**config.mk**
```make
export PLATFORM = sky130hd
export DESIGN_NAME = pipeline_hazard_unit_flat
export DESIGN_NICKNAME = d
export VERILOG_FILES = /design/src/rtl/pipeline_pkg.sv /design/src/rtl/pipeline_hazard_unit_if.sv /design/src/rtl/pipeline_hazard_unit_fwd_mux_sel.sv /design/src/rtl/pipeline_hazard_unit.sv /design/src/flat_wrapper.sv
export SDC_FILE = /design/constraint.sdc
export NUM_CORES = 1
export LEC_CHECK = 0
export CORE_ASPECT_RATIO = 0.9
export CORE_MARGIN = 1.5
export CORE_UTILIZATION = 25
export DETAILED_ROUTE_END_ITERATION = 8
export PLACE_DENSITY = 0.46
export SLEW_MARGIN = 40
export SYNTH_ARGS = -nofsm -noshare
export SYNTH_HDL_FRONTEND = slang
export SYNTH_SLANG_ARGS = --single-unit
```
**constraint.sdc**
```tcl
create_clock -name clk -period 6.8 [get_ports clk]
set_clock_uncertainty 0.15 [all_clocks]
set_input_delay 1.36 -clock clk [delete_from_list [all_inputs] [get_ports clk]]
set_output_delay 1.36 -clock clk [all_outputs]
set_load 0.02 [all_outputs]
```
**src/rtl/pipeline_pkg.sv**
```systemverilog
// pipeline_pkg
// Shared definitions for the five-stage pipeline hazard unit:
//   - forwarding-select encodings (FWD_RF / FWD_EX / FWD_MEM / FWD_WB)
//   - interrupt-entry FSM state enum
//   - shadow-pipe entry struct (destination info of one stage)
// Shadow entries carry an 8-bit dst field so any REG_ADDR_W up to 8 fits;
// narrower addresses are zero-extended on entry.
package pipeline_pkg;

  localparam int REG_ADDR_MAX_W = 8;

  localparam logic [1:0] FWD_RF  = 2'd0;
  localparam logic [1:0] FWD_EX  = 2'd1;
  localparam logic [1:0] FWD_MEM = 2'd2;
  localparam logic [1:0] FWD_WB  = 2'd3;

  typedef enum logic [1:0] {
    IRQ_IDLE   = 2'd0,
    IRQ_DRAIN  = 2'd1,
    IRQ_SAVE   = 2'd2,
    IRQ_VECTOR = 2'd3
  } irq_state_e;

  typedef struct packed {
    logic                      valid;
    logic [REG_ADDR_MAX_W-1:0] dst;
    logic                      reg_write;
    logic                      mem_read;
    logic                      mem_op;
  } shadow_entry_t;

endpackage

```
**src/rtl/pipeline_hazard_unit_if.sv**
```systemverilog
// pipeline_hazard_unit_if
// Bundles the ID-stage operand information, the EX/MEM handshakes and all
// stall/flush/forward controls exchanged with the hazard unit.
//   master : pipeline side (drives ID info, br_taken, mem_ack, irq)
//   slave  : hazard unit (drives fwd selects, stall/flush/freeze, irq pulses)
interface pipeline_hazard_unit_if #(
  parameter int REG_ADDR_W = 3,
  parameter int CNT_W      = 16
);
  logic                  id_valid;
  logic [REG_ADDR_W-1:0] id_src1;
  logic [REG_ADDR_W-1:0] id_src2;
  logic                  id_src1_used;
  logic                  id_src2_used;
  logic [REG_ADDR_W-1:0] id_dst;
  logic                  id_reg_write;
  logic                  id_mem_read;
  logic                  id_mem_op;
  logic                  br_taken;
  logic                  mem_ack;
  logic                  irq;
  logic [1:0]            fwd_sel1;
  logic [1:0]            fwd_sel2;
  logic                  stall_if_id;
  logic                  bubble_ex;
  logic                  flush_if_id;
  logic                  freeze;
  logic                  irq_save;
  logic                  irq_vector;
  logic [CNT_W-1:0]      stall_count;

  modport master (
    output id_valid, id_src1, id_src2, id_src1_used, id_src2_used, id_dst,
           id_reg_write, id_mem_read, id_mem_op, br_taken, mem_ack, irq,
    input  fwd_sel1, fwd_sel2, stall_if_id, bubble_ex, flush_if_id, freeze,
           irq_save, irq_vector, stall_count
  );

  modport slave (
    input  id_valid, id_src1, id_src2, id_src1_used, id_src2_used, id_dst,
           id_reg_write, id_mem_read, id_mem_op, br_taken, mem_ack, irq,
    output fwd_sel1, fwd_sel2, stall_if_id, bubble_ex, flush_if_id, freeze,
           irq_save, irq_vector, stall_count
  );
endinterface

```
**src/rtl/pipeline_hazard_unit_fwd_mux_sel.sv**
```systemverilog
// hazard_fwd_mux_sel
// Per-operand priority match of one source register against the EX, MEM
// and WB shadow entries. Nearest writer wins (EX, then MEM, then WB).
// Ports:
//   src, used                : source address and whether it is read
//   {ex,mem,wb}_wr/_dst      : stage holds a valid GPR writer / its dst
//   sel                      : forwarding select (FWD_* encoding)
//   hit_ex                   : source matches the EX writer
//   hit_any                  : source matches any writer in flight
module hazard_fwd_mux_sel
  import pipeline_pkg::*;
#(
  parameter int REG_ADDR_W = 3
) (
  input  logic [REG_ADDR_W-1:0]     src,
  input  logic                      used,
  input  logic                      ex_wr,
  input  logic [REG_ADDR_MAX_W-1:0] ex_dst,
  input  logic                      mem_wr,
  input  logic [REG_ADDR_MAX_W-1:0] mem_dst,
  input  logic                      wb_wr,
  input  logic [REG_ADDR_MAX_W-1:0] wb_dst,
  output logic [1:0]                sel,
  output logic                      hit_ex,
  output logic                      hit_any
);

  logic [REG_ADDR_MAX_W-1:0] src_ext_s;
  logic                      hit_mem_s;
  logic                      hit_wb_s;

  // Match the source against each stage and pick the nearest writer
  always_comb begin
    src_ext_s = REG_ADDR_MAX_W'(src);
    hit_ex    = used & ex_wr  & (ex_dst  == src_ext_s);
    hit_mem_s = used & mem_wr & (mem_dst == src_ext_s);
    hit_wb_s  = used & wb_wr  & (wb_dst  == src_ext_s);
    hit_any   = hit_ex | hit_mem_s | hit_wb_s;
    if (hit_ex) begin
      sel = FWD_EX;
    end else if (hit_mem_s) begin
      sel = FWD_MEM;
    end else if (hit_wb_s) begin
      sel = FWD_WB;
    end else begin
      sel = FWD_RF;
    end
  end

endmodule

```
**src/rtl/pipeline_hazard_unit.sv**
```systemverilog
// pipeline_hazard_unit
// Hazard, forwarding and sequencing controller for the IF/ID/EX/MEM/WB
// pipeline. Keeps a shadow copy of EX/MEM/WB destination info and derives
// forwarding selects, load-use stalls, branch flushes, memory freezes and
// the drain -> save -> vector interrupt entry sequence.
// Ports:
//   clk      : pipeline clock
//   reset_n  : synchronous active-low reset
//   hz       : pipeline_hazard_unit_if.slave (ID info, handshakes, controls)
// Configuration macro HAZARD_FWD_EN:
//   defined   -> operand forwarding plus one-cycle load-use stall
//   undefined -> fwd selects tied to FWD_RF; any RAW match stalls until the
//                writer retires
module pipeline_hazard_unit
  import pipeline_pkg::*;
#(
  parameter int REG_ADDR_W = 3,
  parameter int CNT_W      = 16
) (
  input logic                   clk,
  input logic                   reset_n,
  pipeline_hazard_unit_if.slave hz
);

  shadow_entry_t    ex_r, mem_r, wb_r, id_entry_s;
  irq_state_e       state_r, state_nxt_s;
  logic [CNT_W-1:0] stall_count_r;

  logic [1:0] sel1_raw_s, sel2_raw_s;
  logic       hit_ex1_s, hit_ex2_s, hit_any1_s, hit_any2_s;
  logic       freeze_s, flush_s, hazard_s, pipe_empty_s;
  logic [1:0] fwd1_s, fwd2_s;
  logic       stall_s, bubble_s, flush_out_s, irq_save_s, irq_vector_s;
  logic       unused_s;

  hazard_fwd_mux_sel #(.REG_ADDR_W(REG_ADDR_W)) u_sel1 (
    .src(hz.id_src1), .used(hz.id_src1_used),
    .ex_wr(ex_r.valid & ex_r.reg_write),   .ex_dst(ex_r.dst),
    .mem_wr(mem_r.valid & mem_r.reg_write), .mem_dst(mem_r.dst),
    .wb_wr(wb_r.valid & wb_r.reg_write),   .wb_dst(wb_r.dst),
    .sel(sel1_raw_s), .hit_ex(hit_ex1_s), .hit_any(hit_any1_s)
  );

  hazard_fwd_mux_sel #(.REG_ADDR_W(REG_ADDR_W)) u_sel2 (
    .src(hz.id_src2), .used(hz.id_src2_used),
    .ex_wr(ex_r.valid & ex_r.reg_write),   .ex_dst(ex_r.dst),
    .mem_wr(mem_r.valid & mem_r.reg_write), .mem_dst(mem_r.dst),
    .wb_wr(wb_r.valid & wb_r.reg_write),   .wb_dst(wb_r.dst),
    .sel(sel2_raw_s), .hit_ex(hit_ex2_s), .hit_any(hit_any2_s)
  );

  // Raw hazard conditions from the shadow pipe and handshakes
  always_comb begin
    freeze_s     = mem_r.valid & mem_r.mem_op & ~hz.mem_ack;
    flush_s      = hz.br_taken & ex_r.valid;
    pipe_empty_s = ~(ex_r.valid | mem_r.valid | wb_r.valid);
`ifdef HAZARD_FWD_EN
    // Only a load in EX cannot be forwarded; MEM forward covers next cycle
    hazard_s = hz.id_valid & ex_r.mem_read & (hit_ex1_s | hit_ex2_s);
`else
    hazard_s = hz.id_valid & (hit_any1_s | hit_any2_s);
`endif
  end

`ifdef HAZARD_FWD_EN
  assign unused_s = ^{hit_any1_s, hit_any2_s, ex_r.mem_op, mem_r.mem_read,
                      wb_r.mem_read, wb_r.mem_op};
`else
  assign unused_s = ^{sel1_raw_s, sel2_raw_s, hit_ex1_s, hit_ex2_s,
                      ex_r.mem_read, ex_r.mem_op, mem_r.mem_read,
                      wb_r.mem_read, wb_r.mem_op};
`endif

  // FSM output decode with priority freeze > flush > drain/stall
  always_comb begin
    fwd1_s       = FWD_RF;
    fwd2_s       = FWD_RF;
    stall_s      = 1'b0;
    bubble_s     = 1'b0;
    flush_out_s  = 1'b0;
    irq_save_s   = 1'b0;
    irq_vector_s = 1'b0;
    if (freeze_s) begin
      fwd1_s = FWD_RF;
    end else begin
`ifdef HAZARD_FWD_EN
      fwd1_s = sel1_raw_s;
      fwd2_s = sel2_raw_s;
`else
      fwd1_s = FWD_RF;
      fwd2_s = FWD_RF;
`endif
      if (flush_s) begin
        flush_out_s = 1'b1;
        bubble_s    = 1'b1;
      end else if ((state_r == IRQ_DRAIN) || hazard_s) begin
        stall_s  = 1'b1;
        bubble_s = 1'b1;
      end else begin
        stall_s = 1'b0;
      end
      irq_save_s   = (state_r == IRQ_SAVE);
      irq_vector_s = (state_r == IRQ_VECTOR);
    end
  end

  // Interrupt FSM next-state; every state holds while frozen
  always_comb begin
    state_nxt_s = state_r;
    case (state_r)
      IRQ_IDLE: begin
        if (hz.irq && !freeze_s) state_nxt_s = IRQ_DRAIN;
        else                     state_nxt_s = IRQ_IDLE;
      end
      IRQ_DRAIN: begin
        if (!freeze_s && pipe_empty_s) state_nxt_s = IRQ_SAVE;
        else                           state_nxt_s = IRQ_DRAIN;
      end
      IRQ_SAVE: begin
        if (freeze_s) state_nxt_s = IRQ_SAVE;
        else          state_nxt_s = IRQ_VECTOR;
      end
      IRQ_VECTOR: begin
        if (freeze_s) state_nxt_s = IRQ_VECTOR;
        else          state_nxt_s = IRQ_IDLE;
      end
      default: state_nxt_s = IRQ_IDLE;
    endcase
  end

  // Next EX entry from the ID inputs; a bubble or flush inserts a NOP
  always_comb begin
    id_entry_s.valid     = hz.id_valid & ~bubble_s;
    id_entry_s.dst       = REG_ADDR_MAX_W'(hz.id_dst);
    id_entry_s.reg_write = hz.id_reg_write;
    id_entry_s.mem_read  = hz.id_mem_read;
    id_entry_s.mem_op    = hz.id_mem_op;
  end

  // Interrupt FSM state register
  always_ff @(posedge clk) begin
    if (!reset_n) state_r <= IRQ_IDLE;
    else          state_r <= state_nxt_s;
  end

  // Shadow pipe advances every unfrozen cycle
  always_ff @(posedge clk) begin
    if (!reset_n) begin
      ex_r  <= '0;
      mem_r <= '0;
      wb_r  <= '0;
    end else if (!freeze_s) begin
      ex_r  <= id_entry_s;
      mem_r <= ex_r;
      wb_r  <= mem_r;
    end else begin
      ex_r  <= ex_r;
      mem_r <= mem_r;
      wb_r  <= wb_r;
    end
  end

  // Saturating count of stalled or frozen cycles
  always_ff @(posedge clk) begin
    if (!reset_n) begin
      stall_count_r <= {CNT_W{1'b0}};
    end else if ((stall_s || freeze_s) && !(&stall_count_r)) begin
      stall_count_r <= stall_count_r + {{(CNT_W-1){1'b0}}, 1'b1};
    end else begin
      stall_count_r <= stall_count_r;
    end
  end

  assign hz.fwd_sel1    = fwd1_s;
  assign hz.fwd_sel2    = fwd2_s;
  assign hz.stall_if_id = stall_s;
  assign hz.bubble_ex   = bubble_s;
  assign hz.flush_if_id = flush_out_s;
  assign hz.freeze      = freeze_s;
  assign hz.irq_save    = irq_save_s;
  assign hz.irq_vector  = irq_vector_s;
  assign hz.stall_count = stall_count_r;

endmodule
```
**src/flat_wrapper.sv**
```systemverilog
// flat-port wrapper written by rule: the top's interface ports become plain ports
module pipeline_hazard_unit_flat import pipeline_pkg::*;
#(
  parameter int REG_ADDR_W = 3,
  parameter int CNT_W      = 16
)
  (clk, reset_n, hz_id_valid, hz_id_src1, hz_id_src2, hz_id_src1_used, hz_id_src2_used, hz_id_dst, hz_id_reg_write, hz_id_mem_read, hz_id_mem_op, hz_br_taken, hz_mem_ack, hz_irq, hz_fwd_sel1, hz_fwd_sel2, hz_stall_if_id, hz_bubble_ex, hz_flush_if_id, hz_freeze, hz_irq_save, hz_irq_vector, hz_stall_count);
  pipeline_hazard_unit_if #(.REG_ADDR_W(REG_ADDR_W), .CNT_W(CNT_W)) hz_i ();
  input logic clk;
  input logic reset_n;
  input wire logic [$bits(hz_i.id_valid)-1:0] hz_id_valid;
  input wire logic [$bits(hz_i.id_src1)-1:0] hz_id_src1;
  input wire logic [$bits(hz_i.id_src2)-1:0] hz_id_src2;
  input wire logic [$bits(hz_i.id_src1_used)-1:0] hz_id_src1_used;
  input wire logic [$bits(hz_i.id_src2_used)-1:0] hz_id_src2_used;
  input wire logic [$bits(hz_i.id_dst)-1:0] hz_id_dst;
  input wire logic [$bits(hz_i.id_reg_write)-1:0] hz_id_reg_write;
  input wire logic [$bits(hz_i.id_mem_read)-1:0] hz_id_mem_read;
  input wire logic [$bits(hz_i.id_mem_op)-1:0] hz_id_mem_op;
  input wire logic [$bits(hz_i.br_taken)-1:0] hz_br_taken;
  input wire logic [$bits(hz_i.mem_ack)-1:0] hz_mem_ack;
  input wire logic [$bits(hz_i.irq)-1:0] hz_irq;
  output wire logic [$bits(hz_i.fwd_sel1)-1:0] hz_fwd_sel1;
  output wire logic [$bits(hz_i.fwd_sel2)-1:0] hz_fwd_sel2;
  output wire logic [$bits(hz_i.stall_if_id)-1:0] hz_stall_if_id;
  output wire logic [$bits(hz_i.bubble_ex)-1:0] hz_bubble_ex;
  output wire logic [$bits(hz_i.flush_if_id)-1:0] hz_flush_if_id;
  output wire logic [$bits(hz_i.freeze)-1:0] hz_freeze;
  output wire logic [$bits(hz_i.irq_save)-1:0] hz_irq_save;
  output wire logic [$bits(hz_i.irq_vector)-1:0] hz_irq_vector;
  output wire logic [$bits(hz_i.stall_count)-1:0] hz_stall_count;
  assign hz_i.id_valid = hz_id_valid;
  assign hz_i.id_src1 = hz_id_src1;
  assign hz_i.id_src2 = hz_id_src2;
  assign hz_i.id_src1_used = hz_id_src1_used;
  assign hz_i.id_src2_used = hz_id_src2_used;
  assign hz_i.id_dst = hz_id_dst;
  assign hz_i.id_reg_write = hz_id_reg_write;
  assign hz_i.id_mem_read = hz_id_mem_read;
  assign hz_i.id_mem_op = hz_id_mem_op;
  assign hz_i.br_taken = hz_br_taken;
  assign hz_i.mem_ack = hz_mem_ack;
  assign hz_i.irq = hz_irq;
  assign hz_fwd_sel1 = hz_i.fwd_sel1;
  assign hz_fwd_sel2 = hz_i.fwd_sel2;
  assign hz_stall_if_id = hz_i.stall_if_id;
  assign hz_bubble_ex = hz_i.bubble_ex;
  assign hz_flush_if_id = hz_i.flush_if_id;
  assign hz_freeze = hz_i.freeze;
  assign hz_irq_save = hz_i.irq_save;
  assign hz_irq_vector = hz_i.irq_vector;
  assign hz_stall_count = hz_i.stall_count;
  pipeline_hazard_unit #(.REG_ADDR_W(REG_ADDR_W), .CNT_W(CNT_W)) u_core (.clk(clk), .reset_n(reset_n), .hz(hz_i));
endmodule
```
==> flow_summary.ini <==
[hold_path]
min_path_type = reg2reg

[clock_network]
clock_latency_ps = 290
postCtsSetupRepairBufs = 0
clockBufferDepth = 2
root_buffer = clkbuf_8
clock_sinks = 35
path_clk_slew_ps = 70
cts_tree = built
holdBufCountCts = 0
cts_repair_resize_count = 0
htreeDepth = 2
cts_buffers = 5

[global_route]
grt_pass1_wl_mm = 8.390
antenna_found_initial = 0
grt_pass1_vias = 1765
grt_max_degree = 25
overflow = 0
grt_use_total_pct = 12.94

[setup_path]
cp_slowest_cell = clkdlybuf4s50_1
arrival_ps = 3610
cp_num_buf_inv = 2
crit_required_ps = 5290
end_kind = output pin
r2r_start = u_core.hz.stall_count[0]
reg2regPathDepth = 6
path_common_cell = clkdlybuf4s50_1
critPathCapture = hz_bubble_ex
startpoint_type = input pin
rrSetupSlack_ps = 4370
crit_fanout = 3
cp_cell_sequence = clkdlybuf4s50_1 -> xnor2_1 -> and3_1 -> a31o_2 -> or3_1 -> nand2_1 -> a31oi_1 -> clkdlybuf4s50_1
startpoint = hz_id_src1[1]
critical-path-top-delay-family = buffers and inverters
critPathKind = in2out
max_stage_delay_ps = 570
worst_r2r_endpoint = u_core.hz.stall_count[9]
crit_cells = 8

[yosys]
synth-simple-area-share_pct = 31.97
synth_mux_area_share_pct = 4.159
synth_top_family_by_area = simple AND/OR/NAND/NOR gates
synth-compound-area-share_pct = 13.26
synthFlopType = dfxtp_1
synth_xor_area_share_pct = 8.187
synth_async_sr_flop_share_pct = 0
ys_types = 43
synthCells = 246
ys_seq_area_share_pct = 36.39
syn_avg_cell_area_um2 = 7.828
syn_area_um2 = 1926
synthAdderAreaFrac_pct = 0.6498
yosysWarnings = 0
synth_edf_count = 0
synth_seq_cells = 35

[power]
powerDensity_nw_per_um2 = 185.9
vdd_ir_drop_max_uv = 77.24
total_power_mw = 0.4599
leakagePower_nw = 0.8581

[sta]
setup_tns_ps = 0
setup_viol = 0
period_needed_ps = 5125
rsz0062_at_grt = false
slew_viol_final = 0
period_share_pct = 75.36
fmax_mhz = 195.1
tightest_slew_ps = 768.7
timing.slew.headroom_pct = 48.69
hold_viol_final = 0

[detailed_routing]
first_pass_iters = 4
ant_nets = 0
via_per_inst = 4.770
vias = 1808
drtIter0Drc = 64
drc = 0
wl_per_cell_um = 13.16
wl_mm = 4.986

[layout]
final_common_cell = nand2_1
antenna_cells = 0
area_growth_pct = 28.46
final_cell_mix = nand2_1, clkdlybuf4s50_1, dfxtp_1
drive_gt1_share_pct = 4.947
fin_nets = 303

[floorplanning]
placementRows = 30
die_w_um = 95.51
io_pins = 46
fp.dieH_um = 86.26
core-area_um2 = 7507
fp.dieArea_um2 = 8239
initial_core_util_pct = 25.65

[run]
maxCapViolCount = 0

[place]
port_buffers = 40
gp_congestion = 0.7640
post-dp-hpwl_mm = 3.490

[outcome]
status = finished, final reports clean
[worst min-delay path, stage by stage (launching register included)]
cell,delay (ps)
dfxtp_1,310
nand2_1,50
a21oi_1,50
[cell usage after synthesis, types with 2 or more instances]
cell type  number  share of area (%)
nand2_1        53                 10
dfxtp_1        35                 36
a21oi_1        23                6.0
xnor2_1        13                5.9
nand2b_1       10                3.2
nand4_1        10                3.2
nor2_1         10                1.9
clkbuf_1        8                1.6
mux2i_1         8                4.2
nand3_1         7                1.8
nor3_1          7                1.8
inv_1           5               0.97
nor4_1          5                1.6
xor2_1          5                2.3
buf_4           4                1.6
or4_1           4                1.6
and3_1          3               0.97
o31ai_1         3                1.2
or3_1           3               0.97
a31o_2          2               0.91
and4_1          2               0.91
nand3b_1        2               0.78
o22ai_1         2               0.65
o31a_1          2               0.91
o41ai_1         2               0.91
[how the worst min path moves through the flow]
stage / from / end / slack (ps) / depth (start not counted)
after detailed placement: u_core.ex_r[0] / u_core.ex_r[0] / 300 / 2
after global placement: u_core.ex_r[0] / u_core.ex_r[0] / 300 / 2
after CTS: u_core.ex_r[0] / u_core.ex_r[0] / 310 / 2
after floorplan: u_core.ex_r[0] / u_core.ex_r[0] / 280 / 2
after global routing: u_core.ex_r[0] / u_core.ex_r[0] / 350 / 2
final: u_core.ex_r[0] / u_core.ex_r[0] / 310 / 2
[power breakdown]
part	total, mW	internal (mW)	leakage (nW)	switching, mW
logic	0.0869	0.0390	0.525	0.0478
clock network	0.150	0.0702	0.0477	0.0801
registers	0.223	0.213	0.285	0.0100
[registers in the layout, summed over array words and instances, names as in the netlist]
signal,flops
u_core.ex_r,6
u_core.hz.stall_count,16
u_core.mem_r,6
u_core.state_r,2
u_core.wb_r,5
[cells by family (layout without fill, tap and decap cells)]
group | after synthesis | after routing
buf+inv | 20 | 54
compound gates | 41 | 41
simple gates | 122 | 122
flops | 35 | 35
fa+ha+maj | 1 | 1
xor+xnor | 18 | 18
mux | 8 | 8
other cells | 1 | 4
[final cells by class]
| class | count | area (um^2) |
|---|---|---|
| clock inverters | 3 | 15.01 |
| fillers | 817 | 5034 |
| well taps | 96 | 120.1 |
| inverters | 5 | 18.77 |
| flip-flops and latches | 35 | 700.7 |
| clock buffers | 5 | 68.82 |
| multi-input cells | 194 | 1142 |
| repair buffers | 41 | 407.9 |
[per-layer routing]
| layer | up-vias | part of all wire, % | routed length [um] | global-route usage (%) |
|---|---|---|---|---|
| li1 | 932 | - | - | - |
| met1 | 843 | 50 | 2512 | 17.39 |
| met2 | 28 | 46 | 2276 | 20.57 |
| met3 | 5 | 2.7 | 133 | 2.895 |
| met4 | 0 | 1.3 | 63 | 4.011 |
| met5 | - | 0 | 0 | 0 |
[metrics by stage]
step	utilization [%]	cell area (um^2)	setup WS, ps	std cells	hold WS [ps]
after floorplan	-	1937	2753	249	282.2
after detailed placement	31.83	2390	1667	371	296.8
after global routing	32.95	2474	1549	379	348.4
final	32.95	2474	1675	379	306.7
after global placement	31.75	2384	1675	371	295.3
after CTS	32.95	2474	1646	379	308.3
Note: power is estimated with default switching activity, not from simulation.
